$ cat src/rtl/uart_tx_pkg.sv
// ---------------------------------------------------------------------------
// uart_tx_pkg
// Shared definitions for the UART transmitter. The receiver uses the same
// state names, line levels and parity-type encoding, so both sides agree on
// the frame format.
//   tx_state_e    : transmitter FSM states
//   *_LVL         : serial line levels for idle, start and stop
//   PAR_EVEN/ODD  : encoding of the PAR_TYP input
//   eff_prescale  : maps a PRESCALE of 0 to 1 cycle per bit
//   parity_bit    : parity bit from the XOR-reduction of the data word
// ---------------------------------------------------------------------------
package uart_tx_pkg;

  typedef enum logic [2:0] {
    IDLE,
    START,
    DATA,
    PARITY,
    STOP
  } tx_state_e;

  localparam logic IDLE_LVL  = 1'b1;
  localparam logic START_LVL = 1'b0;
  localparam logic STOP_LVL  = 1'b1;

  localparam logic PAR_EVEN = 1'b0;
  localparam logic PAR_ODD  = 1'b1;

  localparam int PRESCALE_W = 6;

  // A zero prescale would never hit the terminal count, so it runs as 1.
  function automatic logic [PRESCALE_W-1:0] eff_prescale(
    input logic [PRESCALE_W-1:0] p
  );
    if (p == '0) begin
      return {{(PRESCALE_W-1){1'b0}}, 1'b1};
    end
    return p;
  endfunction

  // Even parity sends the XOR of the data bits, odd parity its complement.
  function automatic logic parity_bit(
    input logic xor_red,
    input logic par_typ
  );
    return (par_typ == PAR_ODD) ? ~xor_red : xor_red;
  endfunction

endpackage

$ cat src/rtl/uart_tx_serializer.sv
// ---------------------------------------------------------------------------
// uart_tx_serializer
// DSIZE-bit shift register that feeds the data bits of a frame, LSB first.
//   clk     : system clock
//   rst     : asynchronous active-high reset
//   load_i  : capture data_i (frame acceptance)
//   data_i  : parallel word to serialise
//   shift_i : discard the current LSB and move the next bit down
//   lsb_o   : current LSB, the next data bit to be driven on the line
// ---------------------------------------------------------------------------
module uart_tx_serializer
  import uart_tx_pkg::*;
#(
  parameter int DSIZE = 8
) (
  input  logic             clk,
  input  logic             rst,
  input  logic             load_i,
  input  logic [DSIZE-1:0] data_i,
  input  logic             shift_i,
  output logic             lsb_o
);

  logic [DSIZE-1:0] shreg_q;
  logic [DSIZE-1:0] shreg_d;

  // Load has priority: on a back-to-back frame the new word is captured on
  // the same edge that the previous frame's stop bit ends.
  always_comb begin
    shreg_d = shreg_q;
    if (load_i) begin
      shreg_d = data_i;
    end else if (shift_i) begin
      shreg_d = {IDLE_LVL, shreg_q[DSIZE-1:1]};
    end
  end

  always_ff @(posedge clk or posedge rst) begin
    if (rst) begin
      shreg_q <= '0;
    end else begin
      shreg_q <= shreg_d;
    end
  end

  assign lsb_o = shreg_q[0];

endmodule

$ cat src/rtl/uart_tx_top.sv
// ---------------------------------------------------------------------------
// uart_tx_top
// UART transmitter: start bit, DSIZE data bits LSB first, optional parity
// bit, one stop bit. Each bit lasts PRESCALE cycles (0 behaves as 1).
//   CLK        : system clock
//   RST        : asynchronous active-high reset
//   P_DATA     : word to transmit, sampled at acceptance
//   DATA_VALID : transmit request, accepted when idle or as the stop bit ends
//   PAR_EN     : insert a parity bit, sampled at acceptance
//   PAR_TYP    : 0 even / 1 odd parity, sampled at acceptance
//   PRESCALE   : clock cycles per bit, sampled at acceptance
//   TX_OUT     : registered serial line, idles high
//   BUSY       : registered, high while a frame is in flight
// ---------------------------------------------------------------------------
module uart_tx_top
  import uart_tx_pkg::*;
#(
  parameter int DSIZE = 8
) (
  input  logic                  CLK,
  input  logic                  RST,
  input  logic [DSIZE-1:0]      P_DATA,
  input  logic                  DATA_VALID,
  input  logic                  PAR_EN,
  input  logic                  PAR_TYP,
  input  logic [PRESCALE_W-1:0] PRESCALE,
  output logic                  TX_OUT,
  output logic                  BUSY
);

  localparam int BIT_W = (DSIZE > 1) ? $clog2(DSIZE) : 1;
  localparam logic [BIT_W-1:0] LAST_BIT = BIT_W'(DSIZE - 1);

  tx_state_e             state_q;
  logic [PRESCALE_W-1:0] cnt_q;
  logic [PRESCALE_W-1:0] prescale_q;
  logic [BIT_W-1:0]      bit_q;
  logic                  par_en_q;
  logic                  par_q;
  logic                  tx_q;
  logic                  busy_q;

  logic bit_end;
  logic accept;
  logic ser_shift;
  logic ser_lsb;

  // Last cycle of the current bit period. prescale_q is never 0 outside
  // IDLE, so the subtraction cannot wrap while it matters.
  assign bit_end = (state_q != IDLE) && (cnt_q == (prescale_q - 1'b1));

  // A request is taken when idle, or on the edge that ends a stop bit so
  // that consecutive frames have no idle gap between them.
  assign accept = DATA_VALID &&
                  ((state_q == IDLE) || ((state_q == STOP) && bit_end));

  // TX_OUT is registered, so the serializer is one bit ahead of the line:
  // its LSB is copied to tx_q on the edge that starts each data bit, and
  // the register shifts on that same edge to expose the following bit.
  assign ser_shift = bit_end &&
                     ((state_q == START) ||
                      ((state_q == DATA) && (bit_q != LAST_BIT)));

  uart_tx_serializer #(
    .DSIZE (DSIZE)
  ) u_serializer (
    .clk     (CLK),
    .rst     (RST),
    .load_i  (accept),
    .data_i  (P_DATA),
    .shift_i (ser_shift),
    .lsb_o   (ser_lsb)
  );

  always_ff @(posedge CLK or posedge RST) begin
    if (RST) begin
      state_q    <= IDLE;
      cnt_q      <= '0;
      prescale_q <= '0;
      bit_q      <= '0;
      par_en_q   <= 1'b0;
      par_q      <= 1'b0;
      tx_q       <= IDLE_LVL;
      busy_q     <= 1'b0;
    end else begin
      // Bit-period counter: wraps only through the terminal compare.
      if (state_q != IDLE) begin
        cnt_q <= bit_end ? '0 : cnt_q + 1'b1;
      end

      unique case (state_q)
        IDLE: begin
          tx_q   <= IDLE_LVL;
          busy_q <= 1'b0;
        end

        START: begin
          if (bit_end) begin
            state_q <= DATA;
            bit_q   <= '0;
            tx_q    <= ser_lsb;
          end
        end

        DATA: begin
          if (bit_end) begin
            if (bit_q == LAST_BIT) begin
              if (par_en_q) begin
                state_q <= PARITY;
                tx_q    <= par_q;
              end else begin
                state_q <= STOP;
                tx_q    <= STOP_LVL;
              end
            end else begin
              bit_q <= bit_q + 1'b1;
              tx_q  <= ser_lsb;
            end
          end
        end

        PARITY: begin
          if (bit_end) begin
            state_q <= STOP;
            tx_q    <= STOP_LVL;
          end
        end

        STOP: begin
          if (bit_end) begin
            state_q <= IDLE;
            tx_q    <= IDLE_LVL;
            busy_q  <= 1'b0;
          end
        end

        default: begin
          state_q <= IDLE;
          tx_q    <= IDLE_LVL;
          busy_q  <= 1'b0;
        end
      endcase

      // Acceptance overrides the case above: it applies from IDLE and also
      // replaces the STOP->IDLE step for a back-to-back frame.
      if (accept) begin
        state_q    <= START;
        cnt_q      <= '0;
        bit_q      <= '0;
        prescale_q <= eff_prescale(PRESCALE);
        par_en_q   <= PAR_EN;
        par_q      <= parity_bit(^P_DATA, PAR_TYP);
        tx_q       <= START_LVL;
        busy_q     <= 1'b1;
      end
    end
  end

  assign TX_OUT = tx_q;
  assign BUSY   = busy_q;

endmodule

$ cat config.mk
export PLATFORM = sky130hd
export DESIGN_NAME = uart_tx_top
export DESIGN_NICKNAME = d
export VERILOG_FILES = /design/src/rtl/uart_tx_pkg.sv /design/src/rtl/uart_tx_serializer.sv /design/src/rtl/uart_tx_top.sv
export SDC_FILE = /design/constraint.sdc
export NUM_CORES = 1
export LEC_CHECK = 0
export BUFFER_PORTS_ARGS = -buffer_cell sky130_fd_sc_hd__buf_2
export CORE_MARGIN = 1.5
export CORE_UTILIZATION = 40
export CTS_CLUSTER_SIZE = 28
export DETAILED_ROUTE_END_ITERATION = 6
export GPL_ROUTABILITY_DRIVEN = 0
export PLACE_DENSITY = 0.63
export RECOVER_POWER = 25
export SLEW_MARGIN = 15
export SYNTH_ARGS = -nofsm -noshare
export SYNTH_HDL_FRONTEND = slang
export SYNTH_SLANG_ARGS = --single-unit
export TNS_END_PERCENT = 50
$ cat constraint.sdc
create_clock -name CLK -period 8.21 [get_ports CLK]
set_clock_uncertainty 0.2 [all_clocks]
set_input_delay 1.642 -clock CLK [delete_from_list [all_inputs] [get_ports CLK]]
set_output_delay 1.642 -clock CLK [all_outputs]
set_load 0.005 [all_outputs]
## After elaboration in Yosys (flattened, before gate mapping)

Index checks and enable logic that the tools add are counted.
W data, S select, Z words.

| operators by class | value |
|---|---|
| $add $sub $neg | 3 |
| equal/unequal tests | 16 |
| muxes and demuxes | 32 |
| bitwise operators | 1 |
| reduce and logical (&&, ||, !) cells | 20 |

Operators by type and width:

| operator | number |
|---|---|
| $mux W3 | 10 |
| $mux W6 | 5 |
| $ne A3 B3 Y1 const B | 6 |
| $mux W8 | 2 |
| $pmux W3 S5 | 1 |
| $mux W1 | 11 |
| $reduce_xor A8 Y1 | 1 |
| $add A6 B1 Y6 const B | 1 |
| $eq A3 B2 Y1 const B | 2 |
| $eq A3 B3 Y1 const B | 2 |
| $eq A6 B6 Y1 | 1 |
| $logic_not A6 Y1 | 1 |
| $pmux W3 S2 | 1 |
| $reduce_and A6 Y1 | 1 |
| $reduce_bool A3 Y1 | 2 |
| $sub A6 B1 Y6 const B | 1 |
| $logic_and A1 B1 Y1 | 5 |
| $reduce_and A4 Y1 | 1 |
| $reduce_bool A2 Y1 | 2 |
| $add A3 B1 Y3 const B | 1 |
| $eq A3 B1 Y1 const B | 1 |
| $logic_not A3 Y1 | 1 |
| $ne A3 B1 Y1 const B | 1 |
| $ne A3 B2 Y1 const B | 1 |
| 10 further kinds | 11 |

| word-level totals | value |
|---|---|
| register bits after elaboration | 30 |
| logic and storage cells | 81 |

## Depth between registers and ports, before layout

Gate-level depths: netlist of the first run.

| depth | value |
|---|---|
| depth after elaboration | 8 |
| depth in mapped cells | 9 |

## Hierarchy

Synthesis of the first run repeated with hierarchy kept, for this count alone.

| second synthesis, totals | value |
|---|---|
| cells, all modules | 185 |
| area, all modules | 1801.7 um2 |

By module, submodules not included:

| module | instances | cells each | area an instance (um2) | sequential area each (um2) |
|---|---|---|---|---|
| uart_tx_top | 1 | 150 | 1431.4 | 551.8 |
| uart_tx_serializer | 1 | 35 | 370.4 | 200.2 |

## Worst setup path after synthesis of the first run

No wires, ideal clock.

| timing path | value |
|---|---|
| path kind | input to register |
| from | in DATA_VALID |
| to | reg cnt_q[5] |
| setup time | 0.121 ns |
| data arrival time | 2.482 ns |
| data required time | 7.889 ns |
| setup slack | 5.408 ns |
| stages on the path | 5 |
| path through | nor4_1 nor2_1 nand3_1 xor2_1 nor2_1 |

| on the way | value |
|---|---|
| word-level cells in the longest chain between the ends | 2 |
| elaborated cells on any way between the ends | 3 |

RTL lines:

| what | RTL line | source |
|---|---|---|
| start, declared | uart_tx_top.sv:23 | `input logic DATA_VALID,` |
| $logic_and A1 B1 Y1 * | uart_tx_top.sv:54 | `assign accept = DATA_VALID &&` |
| $mux W6 or $reduce_bool A2 Y1 (tied branches) | n/a |  |
| end signal, assigned | uart_tx_top.sv:88 | `cnt_q <= bit_end ? '0 : cnt_q + 1'b1;` |
| end, declared | uart_tx_top.sv:35 | `logic [PRESCALE_W-1:0] cnt_q;` |

Mark *: on every way between the ends. The rest lies on a longest branch, timed or not.
A chain may end at the register's enable or synchronous reset.

## Final worst setup path of the first run

| timing path | value |
|---|---|
| from | reg prescale_q[0] |
| to | reg u_serializer.shreg_q[0] |

| on the way | value |
|---|---|
| word-level cells in the longest chain between the ends | 7 |
| elaborated cells on any way between the ends | 9 |

RTL lines:

| what | RTL line | source |
|---|---|---|
| start, declared | uart_tx_top.sv:36 | `logic [PRESCALE_W-1:0] prescale_q;` |
| start signal, assigned | uart_tx_top.sv:150 | `prescale_q <= eff_prescale(PRESCALE);` |
| $sub A6 B1 Y6 * | uart_tx_top.sv:50 | `assign bit_end = (state_q != IDLE) && (cnt_q == (prescale_q - 1'b1));` |
| $eq A6 B6 Y1 * | uart_tx_top.sv:50 |  |
| $logic_and A1 B1 Y1 * | uart_tx_top.sv:50 |  |
| $logic_and A1 B1 Y1 | uart_tx_top.sv:55 | `((state_q == IDLE) \|\| ((state_q == STOP) && bit_end));` |
| $logic_or A1 B1 Y1 | uart_tx_top.sv:55 |  |
| $logic_and A1 B1 Y1 | uart_tx_top.sv:54 |  |
| $mux W8 or $reduce_bool A2 Y1 (tied branches) | n/a |  |
| end signal, assigned | uart_tx_serializer.sv:42 | `shreg_q <= shreg_d;` |
| end, declared | uart_tx_serializer.sv:24 | `logic [DSIZE-1:0] shreg_q;` |

Marks and branches as above.

==> results of run 1 <==
==> stage by stage <==
step	hold WS, ns	power [W]	utilization [%]
CTS	0.308	0.000756	49.0
global placement	0.287	0.000551	45.5
detailed placement	0.292	0.000569	45.5
global route	0.318	0.000805	49.0
finish	0.302	0.000752	49.0
floorplan	0.279	0.000511	-
==> report_power, final <==
| part | internal, W | total (W) | switching (W) |
|---|---|---|---|
| registers | 0.000211 | 0.000275 | 0.0000646 |
| logic | 0.000148 | 0.000291 | 0.000144 |
| clock network | 0.000129 | 0.000186 | 0.0000561 |
| total | 0.000488 | 0.000752 | 0.000264 |
==> layout make-up <==
cell class | instances | area (um2) | area share, %
repair buffers | 20 | 100 | 4.97
flip-flops and latches | 30 | 752 | 37.3
multi-input cells | 122 | 927 | 46.0
clock inverters | 2 | 60.1 | 2.98
inverters | 8 | 30.0 | 1.49
clock buffers | 6 | 82.6 | 4.10
well taps | 50 | 62.6 | 3.11
==> cells in the final DEF, fill, tap and decap left out, types with 2 or more instances in the layout <==
master	n
sky130_fd_sc_hd__dfrtp_1	29
sky130_fd_sc_hd__mux2_2	20
sky130_fd_sc_hd__buf_2	20
sky130_fd_sc_hd__nor2_1	14
sky130_fd_sc_hd__xnor2_1	12
sky130_fd_sc_hd__nand2_1	12
sky130_fd_sc_hd__inv_1	8
sky130_fd_sc_hd__nor3_1	7
sky130_fd_sc_hd__xor2_1	7
sky130_fd_sc_hd__a21oi_1	6
sky130_fd_sc_hd__o21ai_0	6
sky130_fd_sc_hd__clkbuf_8	6
sky130_fd_sc_hd__nand3_1	5
sky130_fd_sc_hd__ha_1	4
sky130_fd_sc_hd__mux2i_1	3
sky130_fd_sc_hd__a32o_1	2
sky130_fd_sc_hd__o31ai_1	2
sky130_fd_sc_hd__bufinv_16	2
==> registers in the layout (all words and copies together), names as in the netlist <==
| signal | count |
|---|---|
| state_q | 3 |
| par_en_q | 1 |
| BUSY | 1 |
| u_serializer.shreg_q | 8 |
| cnt_q | 6 |
| TX_OUT | 1 |
| par_q | 1 |
| prescale_q | 6 |
| bit_q | 3 |
==> critical path: cells and delay by family, from the launching register on <==
family,cells,cell delay [ns]
flops,1,0.42
fa+ha+maj,1,0.32
simple gates,2,0.96
buf+inv,1,0.08
mux,1,0.57
xor+xnor,1,0.13
compound gates,2,0.48
==> metal layers <==
layer	GRT usage [%]	vias to the layer above
met3	3.49	2
li1	-	631
met2	25.5	24
met1	18.3	626
met5	0	-
met4	6.10	0
==> kinds of logic after synthesis <==
logic type	share of synthesized area, %
and+or+nand+nor	13.8
DFF	42.9
AOI/OAI and AO/OA	12.2
muxes	14.6
xor gates and xnor gates	9.49
buffers and inverters	4.28
adders and majority gates	2.85
==> path summary, 6_finish.rpt <==
path	from	to	cells after the start
setup / recovery	prescale_q[0]	u_serializer.shreg_q[0]	8
hold / removal	BUSY	BUSY	1
setup reg to reg	prescale_q[0]	u_serializer.shreg_q[0]	8
hold reg to reg	BUSY	BUSY	1
max in group asynchronous	RST	cnt_q[0]	2
min in group asynchronous	RST	u_serializer.shreg_q[5]	2
==> synth_stat cells, types with 2 or more instances <==
| library cell | n | area share (%) |
|---|---|---|
| sky130_fd_sc_hd__xnor2_1 | 12 | 6.0 |
| sky130_fd_sc_hd__dfrtp_1 | 29 | 41 |
| sky130_fd_sc_hd__a21oi_1 | 6 | 1.7 |
| sky130_fd_sc_hd__xor2_1 | 7 | 3.5 |
| sky130_fd_sc_hd__o31ai_1 | 2 | 0.86 |
| sky130_fd_sc_hd__nor3_1 | 7 | 2.0 |
| sky130_fd_sc_hd__a32o_1 | 2 | 1.1 |
| sky130_fd_sc_hd__buf_2 | 3 | 0.86 |
| sky130_fd_sc_hd__nand3_1 | 5 | 1.4 |
| sky130_fd_sc_hd__mux2_2 | 20 | 13 |
| sky130_fd_sc_hd__ha_1 | 4 | 2.9 |
| sky130_fd_sc_hd__nor2_1 | 14 | 3.0 |
| sky130_fd_sc_hd__nand2_1 | 12 | 2.6 |
| sky130_fd_sc_hd__inv_1 | 8 | 1.7 |
| sky130_fd_sc_hd__o21ai_0 | 6 | 1.7 |
| sky130_fd_sc_hd__mux2i_1 | 3 | 1.7 |
| sky130_fd_sc_hd__buf_4 | 2 | 0.86 |
==> report_table.html, run 1 <==
<table>
<tr><th>Metric</th><th>Value</th></tr>
<tr><th colspan="2">Power</th></tr>
<tr><td>Power per cell area</td><td>between 300 and 400 mW/mm2</td></tr>
<tr><td>Standby leakage power</td><td>between 0.9 and 1 nW</td></tr>
<tr><td>Peak supply drop</td><td>between 0.00015 and 0.0002 V</td></tr>
<tr><th colspan="2">Status</th></tr>
<tr><td>Result of the run</td><td>finished, final reports clean</td></tr>
<tr><th colspan="2">Layout</th></tr>
<tr><td>Post-layout instance area</td><td>around 0.002 mm2</td></tr>
<tr><td>Net count reported at finish</td><td>210</td></tr>
<tr><td>Number of diodes added for antenna fixing</td><td>0</td></tr>
<tr><td>Fraction of layout instances using a drive strength above 1</td><td>29.3%</td></tr>
<tr><td>Non-filler cells, final</td><td>between 200 and 250</td></tr>
<tr><td>Area growth, synth to finish</td><td>14.8%</td></tr>
<tr><td>Filler cell count in the final layout</td><td>between 300 and 400</td></tr>
<tr><th colspan="2">STA</th></tr>
<tr><td>Total setup violations reported at the end of the flow</td><td>0</td></tr>
<tr><td>Unrepaired setup endpoints after global routing</td><td>no</td></tr>
<tr><td>Slew HR</td><td>about a quarter</td></tr>
<tr><td>Worst path setup slack after routing</td><td>between 4 and 5 ns</td></tr>
<tr><td>Total count of max-transition violations in the final report</td><td>0</td></tr>
<tr><td>Minimum clock period</td><td>about 3.3 ns</td></tr>
<tr><td>Measured slew at the worst slew-check pin</td><td>~1.1 ns</td></tr>
<tr><td>Maximum operating frequency</td><td>304 MHz</td></tr>
<tr><td>Final critical-path share of the clock period</td><td>40.1%</td></tr>
<tr><td>Count of final hold-check violations</td><td>0</td></tr>
<tr><td>Setup total negative slack</td><td>0 ns</td></tr>
<tr><th colspan="2">Detailed routing</th></tr>
<tr><td>Routed length on met3</td><td>~130 um</td></tr>
<tr><td>Total via count after detailed routing</td><td>~1300</td></tr>
<tr><td>Detailed-route wire length</td><td>roughly 3400 um</td></tr>
<tr><td>Top sig layer</td><td>met4</td></tr>
<tr><td>Violation count after the first detailed-route iteration</td><td>between 80 and 90</td></tr>
<tr><td>Routed length per instance</td><td>about 14 um</td></tr>
<tr><td>Number of optimization iterations in the first detailed-route pass</td><td>4</td></tr>
<tr><td>DRC violations left</td><td>0</td></tr>
<tr><td>Count of antenna-violating nets left after detailed routing</td><td>0</td></tr>
<tr><td>Total routed wire length on the met1 layer</td><td>around 1500 um</td></tr>
<tr><td>Number of vias per cell after detailed routing</td><td>approximately 5.4</td></tr>
<tr><td>Met2 WL</td><td>between 1500 and 2000 um</td></tr>
<tr><th colspan="2">Clock tree</th></tr>
<tr><td>Clock-pin slew of the registers on the worst-case setup and hold paths</td><td>~0.07 ns</td></tr>
<tr><td>Buffer count from post-CTS setup fixing</td><td>0</td></tr>
<tr><td>Latest clock arrival within the worst-skew pair</td><td>roughly 0.28 ns</td></tr>
<tr><td>Clock buffer count from CTS</td><td>5</td></tr>
<tr><td>Total clock sinks</td><td>30</td></tr>
<tr><td>Clock Path Buffers</td><td>2</td></tr>
<tr><td>CTS Root Buffer Type</td><td>sky130_fd_sc_hd__clkbuf_8</td></tr>
<tr><td>CTS tree</td><td>built</td></tr>
<tr><td>CTS-repair resized insts</td><td>0</td></tr>
<tr><td>Post-CTS Hold Fix Bufs</td><td>0</td></tr>
<tr><td>Htree depth</td><td>2</td></tr>
<tr><th colspan="2">Placed design</th></tr>
<tr><td>Final HPWL from detailed placement</td><td>2520 um</td></tr>
<tr><td>Number of buffer cells added on primary ports</td><td>20</td></tr>
<tr><td>Placed standard-cell area</td><td>approximately 0.0019 mm2</td></tr>
<tr><td>DP Cell Count</td><td>between 200 and 250</td></tr>
<tr><td>Setup slack after placement</td><td>approximately 4.8 ns</td></tr>
<tr><th colspan="2">Die</th></tr>
<tr><td>Die Footprint</td><td>0.00479 mm2</td></tr>
<tr><td>Die width</td><td>69.2 um</td></tr>
<tr><td>Vertical die dimension</td><td>~70 um</td></tr>
<tr><td>Number of cell rows</td><td>23</td></tr>
<tr><td>Placeable core region</td><td>slightly above 0.004 mm2</td></tr>
<tr><td>Starting density of the core</td><td>42.6%</td></tr>
<tr><td>Boundary pin count</td><td>21</td></tr>
<tr><th colspan="2">Logic synthesis</th></tr>
<tr><td>Total of warnings raised by yosys</td><td>0</td></tr>
<tr><td>Unique masters post-synth</td><td>42</td></tr>
<tr><td>Post-synth EDFFs</td><td>0</td></tr>
<tr><td>Sequential-to-total area share from yosys stat</td><td>~43%</td></tr>
<tr><td>Post-synthesis sequential element count</td><td>30</td></tr>
<tr><td>Post-synthesis async set-or-reset flop share</td><td>100%</td></tr>
<tr><td>Number of standard cells after synthesis</td><td>about 170</td></tr>
<tr><td>Combined area of all synthesized cells</td><td>between 0.0015 and 0.002 mm2</td></tr>
<tr><td>Mean instance size in the synthesized netlist</td><td>10.5 um2</td></tr>
<tr><td>Net count of the mapped netlist</td><td>190</td></tr>
<tr><td>Dominant synthesized flop cell</td><td>sky130_fd_sc_hd__dfrtp_1</td></tr>
<tr><th colspan="2">Setup path</th></tr>
<tr><td>Worst path max stage delay</td><td>0.73 ns</td></tr>
<tr><td>Data arrival, critical path</td><td>roughly 3.3 ns</td></tr>
<tr><td>Type of the worst setup path</td><td>reg2reg</td></tr>
<tr><td>Critical path peak fanout</td><td>21</td></tr>
<tr><td>FF-to-FF setup slack</td><td>4.92 ns</td></tr>
<tr><td>Element type at the critical path end</td><td>flip-flop</td></tr>
<tr><td>Required time of the critical path</td><td>slightly above 8 ns</td></tr>
<tr><td>Critical-path cell list</td><td>inv_1 &gt; ha_1 &gt; xnor2_1 &gt; nor3_1 &gt; o211ai_2 &gt; o21ai_0 &gt; nand3_1 &gt; mux2_2</td></tr>
<tr><td>Kind of start point of the critical path</td><td>flip-flop</td></tr>
<tr><td>Worst path slowest cell</td><td>sky130_fd_sc_hd__nand3_1</td></tr>
<tr><th colspan="2">Global routing</th></tr>
<tr><td>Number of global-route vias before repair</td><td>1300</td></tr>
<tr><td>Antenna violations before repair</td><td>0</td></tr>
<tr><td>Wire length of the first global-routing pass</td><td>between 5000 and 6000 um</td></tr>
<tr><td>Remaining global-route overflow</td><td>0</td></tr>
<tr><td>Total global routing track utilization</td><td>between 10% and 20%</td></tr>
<tr><td>Pin count of the biggest net entering global routing</td><td>31</td></tr>
<tr><th colspan="2">Min path</th></tr>
<tr><td>Worst hold path type</td><td>reg2reg</td></tr>
<tr><th colspan="2">Run</th></tr>
<tr><td>Number of max-cap violations</td><td>0</td></tr>
</table>
Note: power is estimated with default switching activity, not from simulation.
==> inputs of run 2 (changes only) <==
--- a/config.mk
+++ b/config.mk
@@ -5,13 +5,14 @@
 export SDC_FILE = /design/constraint.sdc
 export NUM_CORES = 1
 export LEC_CHECK = 0
+export ABC_AREA = 1
 export BUFFER_PORTS_ARGS = -buffer_cell sky130_fd_sc_hd__buf_2
 export CORE_MARGIN = 1.5
 export CORE_UTILIZATION = 40
 export CTS_CLUSTER_SIZE = 28
 export DETAILED_ROUTE_END_ITERATION = 6
 export GPL_ROUTABILITY_DRIVEN = 0
-export PLACE_DENSITY = 0.63
+export PLACE_DENSITY = 0.65
 export RECOVER_POWER = 25
 export SLEW_MARGIN = 15
 export SYNTH_ARGS = -nofsm -noshare
==> constraint.sdc (replaced) <==
create_clock -name CLK -period 2.8 [get_ports CLK]
set_clock_uncertainty 0.2 [all_clocks]
set_input_delay 0.56 -clock CLK [delete_from_list [all_inputs] [get_ports CLK]]
set_output_delay 0.56 -clock CLK [all_outputs]
set_load 0.005 [all_outputs]
==> run 2 against run 1 <==
Against the previous run: the run now ends with capacitance limit, slew limit left; synthesized area grew 8.3%; register-to-register slack got worse by 4.5 ns; global-route usage increased by 1.1 points; first-iteration DRC count down 17%; maximum frequency grew 40%; die area is 8.0% higher; clock power grew 94%; critical path depth grew 5; synthesized cell count grew 49%; setup slack lost 4.5 ns; critical path type unchanged.
==> report_table.html, run 2 <==
<table>
<tr><th>Metric</th><th>Value</th></tr>
<tr><th colspan="2">STA</th></tr>
<tr><td>Total count of max-transition violations in the final report</td><td>31</td></tr>
<tr><td>Final critical-path share of the clock period</td><td>84.1%</td></tr>
<tr><td>Setup total negative slack</td><td>0 ns</td></tr>
<tr><td>Minimum clock period</td><td>about 2.4 ns</td></tr>
<tr><td>Worst path setup slack after routing</td><td>approximately 0.44 ns</td></tr>
<tr><td>Unrepaired setup endpoints after global routing</td><td>no</td></tr>
<tr><td>Slew HR</td><td>-9.23%</td></tr>
<tr><td>Total setup violations reported at the end of the flow</td><td>0</td></tr>
<tr><td>Measured slew at the worst slew-check pin</td><td>1.64 ns</td></tr>
<tr><td>Maximum operating frequency</td><td>between 400 and 500 MHz</td></tr>
<tr><td>Count of final hold-check violations</td><td>0</td></tr>
<tr><th colspan="2">Global routing</th></tr>
<tr><td>Remaining global-route overflow</td><td>0</td></tr>
<tr><td>Pin count of the biggest net entering global routing</td><td>31</td></tr>
<tr><td>Number of global-route vias before repair</td><td>about 1500</td></tr>
<tr><td>Total global routing track utilization</td><td>between 10% and 20%</td></tr>
<tr><td>Wire length of the first global-routing pass</td><td>between 6000 and 7000 um</td></tr>
<tr><td>Antenna violations before repair</td><td>0</td></tr>
<tr><th colspan="2">Logic synthesis</th></tr>
<tr><td>Net count of the mapped netlist</td><td>around 270</td></tr>
<tr><td>Number of standard cells after synthesis</td><td>249</td></tr>
<tr><td>Sequential-to-total area share from yosys stat</td><td>about two fifths</td></tr>
<tr><td>Dominant synthesized flop cell</td><td>sky130_fd_sc_hd__dfrtp_1</td></tr>
<tr><td>Top cells by count, synth</td><td>77 x sky130_fd_sc_hd__nand2_1, 29 x sky130_fd_sc_hd__dfrtp_1, 27 x sky130_fd_sc_hd__nand3_1, 25 x sky130_fd_sc_hd__inv_1, 18 x sky130_fd_sc_hd__nor2_1</td></tr>
<tr><td>Post-synthesis sequential element count</td><td>30</td></tr>
<tr><td>Area share of the largest cell type after synthesis</td><td>38.2%</td></tr>
<tr><td>Total of warnings raised by yosys</td><td>0</td></tr>
<tr><td>Mean instance size in the synthesized netlist</td><td>approximately 7.6 um2</td></tr>
<tr><td>Top area cells in the synthesized netlist</td><td>sky130_fd_sc_hd__dfrtp_1 38%, sky130_fd_sc_hd__nand2_1 15%, sky130_fd_sc_hd__nand3_1 7.1%</td></tr>
<tr><td>Unique masters post-synth</td><td>31</td></tr>
<tr><td>Library cell occupying the most area in the post-synthesis netlist</td><td>sky130_fd_sc_hd__dfrtp_1</td></tr>
<tr><td>Most used standard cell by instance count after synthesis</td><td>sky130_fd_sc_hd__nand2_1</td></tr>
<tr><td>Post-synthesis async set-or-reset flop share</td><td>between 90% and 100%</td></tr>
<tr><td>Post-synth EDFFs</td><td>0</td></tr>
<tr><td>Combined area of all synthesized cells</td><td>around 0.0019 mm2</td></tr>
<tr><th colspan="2">Setup path</th></tr>
<tr><td>Element type at the critical path end</td><td>flip-flop</td></tr>
<tr><td>Startpoint of the worst-slack reg-to-reg timing path</td><td>prescale_q[0]</td></tr>
<tr><td>Critical path peak fanout</td><td>11</td></tr>
<tr><td>Kind of start point of the critical path</td><td>flip-flop</td></tr>
<tr><td>Worst reg2reg endpoint</td><td>u_serializer.shreg_q[7]</td></tr>
<tr><td>Data arrival, critical path</td><td>about 2.4 ns</td></tr>
<tr><td>FF-to-FF setup slack</td><td>roughly 0.44 ns</td></tr>
<tr><td>Type of the worst setup path</td><td>reg2reg</td></tr>
<tr><td>Required time of the critical path</td><td>2.81 ns</td></tr>
<tr><td>Depth of the worst register-to-register path</td><td>13</td></tr>
<tr><th colspan="2">Layout</th></tr>
<tr><td>Area growth, synth to finish</td><td>11.5%</td></tr>
<tr><td>Fraction of layout instances using a drive strength above 1</td><td>about a fifth</td></tr>
<tr><td>Commonest non-fill, non-tap cell in the layout</td><td>sky130_fd_sc_hd__nand2_1</td></tr>
<tr><td>Net count reported at finish</td><td>296</td></tr>
<tr><td>Flip-flop count of the largest register after layout</td><td>8</td></tr>
<tr><td>Filler cell count in the final layout</td><td>roughly 460</td></tr>
<tr><td>Registers with the most flip-flops</td><td>u_serializer.shreg_q: 8 flops, cnt_q: 6 flops, prescale_q: 6 flops</td></tr>
<tr><td>Area of combinational cells with multiple inputs</td><td>around 980 um2</td></tr>
<tr><td>Number of diodes added for antenna fixing</td><td>0</td></tr>
<tr><td>Register area</td><td>approximately 750 um2</td></tr>
<tr><td>Register with the most flip-flops</td><td>u_serializer.shreg_q</td></tr>
<tr><td>Post-Route Utilization</td><td>a little under half</td></tr>
<tr><td>Commonest cells after routing, fill and taps aside</td><td>77 x sky130_fd_sc_hd__nand2_1, 29 x sky130_fd_sc_hd__dfrtp_1, 27 x sky130_fd_sc_hd__nand3_1</td></tr>
<tr><th colspan="2">Clock tree</th></tr>
<tr><td>Clock-pin slew of the registers on the worst-case setup and hold paths</td><td>~0.070 ns</td></tr>
<tr><td>CTS tree</td><td>built</td></tr>
<tr><td>CTS Root Buffer Type</td><td>sky130_fd_sc_hd__clkbuf_8</td></tr>
<tr><td>Clock Path Buffers</td><td>2</td></tr>
<tr><td>Buffer count from post-CTS setup fixing</td><td>0</td></tr>
<tr><td>Htree depth</td><td>2</td></tr>
<tr><td>Post-CTS Hold Fix Bufs</td><td>0</td></tr>
<tr><td>Total clock sinks</td><td>30</td></tr>
<tr><td>Clock buffer count from CTS</td><td>5</td></tr>
<tr><td>CTS-repair resized insts</td><td>0</td></tr>
<tr><td>Latest clock arrival within the worst-skew pair</td><td>0.28 ns</td></tr>
<tr><th colspan="2">Detailed routing</th></tr>
<tr><td>Routed length per instance</td><td>~11 um</td></tr>
<tr><td>DRC violations left</td><td>0</td></tr>
<tr><td>Total via count after detailed routing</td><td>around 1600</td></tr>
<tr><td>Number of optimization iterations in the first detailed-route pass</td><td>4</td></tr>
<tr><td>Detailed-route wire length</td><td>approximately 3600 um</td></tr>
<tr><td>Number of vias per cell after detailed routing</td><td>4.87</td></tr>
<tr><td>Count of antenna-violating nets left after detailed routing</td><td>0</td></tr>
<tr><td>Violation count after the first detailed-route iteration</td><td>67</td></tr>
<tr><th colspan="2">Min path</th></tr>
<tr><td>Worst hold path type</td><td>reg2reg</td></tr>
<tr><td>Number of stages on the worst hold path</td><td>2</td></tr>
<tr><td>Endpoint with the worst hold slack</td><td>BUSY</td></tr>
<tr><td>Hold Startpoint</td><td>BUSY</td></tr>
<tr><th colspan="2">Die</th></tr>
<tr><td>Number of cell rows</td><td>24</td></tr>
<tr><td>Placeable core region</td><td>0.00447 mm2</td></tr>
<tr><td>Starting density of the core</td><td>a little over two fifths</td></tr>
<tr><td>Die Footprint</td><td>between 0.005 and 0.006 mm2</td></tr>
<tr><td>Vertical die dimension</td><td>between 70 and 80 um</td></tr>
<tr><td>Die width</td><td>slightly above 70 um</td></tr>
<tr><td>Boundary pin count</td><td>21</td></tr>
<tr><th colspan="2">Status</th></tr>
<tr><td>Failing checks</td><td>capacitance limit, slew limit</td></tr>
<tr><td>Result of the run</td><td>complete, but fails checks</td></tr>
<tr><th colspan="2">Placed design</th></tr>
<tr><td>Number of buffer cells added on primary ports</td><td>20</td></tr>
<tr><td>Setup slack after placement</td><td>0.460 ns</td></tr>
<tr><td>Final HPWL from detailed placement</td><td>roughly 2800 um</td></tr>
<tr><th colspan="2">Run</th></tr>
<tr><td>Number of max-cap violations</td><td>1</td></tr>
<tr><th colspan="2">Power</th></tr>
<tr><td>Peak supply drop</td><td>~0.00044 V</td></tr>
<tr><td>Power per cell area</td><td>~1000 mW/mm2</td></tr>
<tr><td>Standby leakage power</td><td>1.12 nW</td></tr>
</table>
## run 2: cell count changes after synthesis, sizes merged, moves of 4 or more
cell / before / now
nand4: 1 / 5
nor2: 14 / 20
inv: 8 / 31
nand3: 5 / 33
nand2: 12 / 85
a21oi: 6 / 2
o21ai: 6 / 12
nor3: 7 / 1
mux2: 20 / 0
## run 2: worst max path at each step
stage	startpoint	end	slack [ns]	cells after the start
2_1_floorplan	prescale_q[0]	u_serializer.shreg_q[7]	0.79	13
3_3_place_gp	prescale_q[0]	u_serializer.shreg_q[7]	0.55	13
3_5_place_dp	prescale_q[0]	u_serializer.shreg_q[7]	0.46	13
4_1_cts	prescale_q[0]	u_serializer.shreg_q[7]	0.43	13
5_1_grt	prescale_q[0]	u_serializer.shreg_q[7]	0.20	13
6_report	prescale_q[0]	u_serializer.shreg_q[7]	0.44	13
## run 2: per-stage QoR
step	total power, W	hold slack, ns	cells	cell area [um2]
2_1_floorplan	0.00162	0.249	249	1900
3_3_place_gp	0.00180	0.260	318	2030
3_5_place_dp	0.00181	0.261	318	2030
4_1_cts	0.00218	0.158	326	2120
5_1_grt	0.00239	0.313	326	2120
6_report	0.00215	0.270	326	2120
## run 2: layer usage
layer / vias to the layer above / track usage (%) / part of all wire, %
met4: 0 / 5.03 / 1.5
met1: 715 / 21.6 / 50
met2: 28 / 26.0 / 45
met5: - / 0 / 0
li1: 838 / - / -
met3: 6 / 3.89 / 3.5
## run 2: where the power goes
| group | internal, W | switching [W] | total, W |
|---|---|---|---|
| sequential | 0.000615 | 0.000145 | 0.000760 |
| clock | 0.000198 | 0.000162 | 0.000360 |
| combinational | 0.000383 | 0.000649 | 0.00103 |
| total | 0.00120 | 0.000956 | 0.00215 |
## run 2: kinds of logic after synthesis
kind of cell,Yosys count,synth area share [%]
buffers and inverters,35,8.76
AND/OR/NAND/NOR,148,36.3
AO/OA/AOI/OAI,17,5.79
flip-flops,30,39.6
XOR/XNOR,15,6.91
adder cells (fa/ha/maj),4,2.63
## run 2: cell type report
type                       instances  share of cell area [%]
clock buffer                       7                    4.08
clock inverter                     1                   0.236
inverter                          31                    5.85
multi-input combinational        184                    46.4
sequential                        30                    35.5
tap                               52                    3.07
timing repair buffer              21                    4.90
## run 2: worst max-delay path, stage by stage, from the launching register on
cell                      delay (ns)
sky130_fd_sc_hd__dfrtp_1        0.40
sky130_fd_sc_hd__inv_2          0.07
sky130_fd_sc_hd__ha_1           0.32
sky130_fd_sc_hd__inv_1          0.06
sky130_fd_sc_hd__nand2_1        0.04
sky130_fd_sc_hd__nand2_1        0.09
sky130_fd_sc_hd__nand3_2        0.09
sky130_fd_sc_hd__a21oi_2        0.15
sky130_fd_sc_hd__nand3_4        0.14
sky130_fd_sc_hd__inv_1          0.08
sky130_fd_sc_hd__nand3_1        0.30
sky130_fd_sc_hd__nand2_1        0.22
sky130_fd_sc_hd__o21ai_2        0.07
sky130_fd_sc_hd__nand2_1        0.06
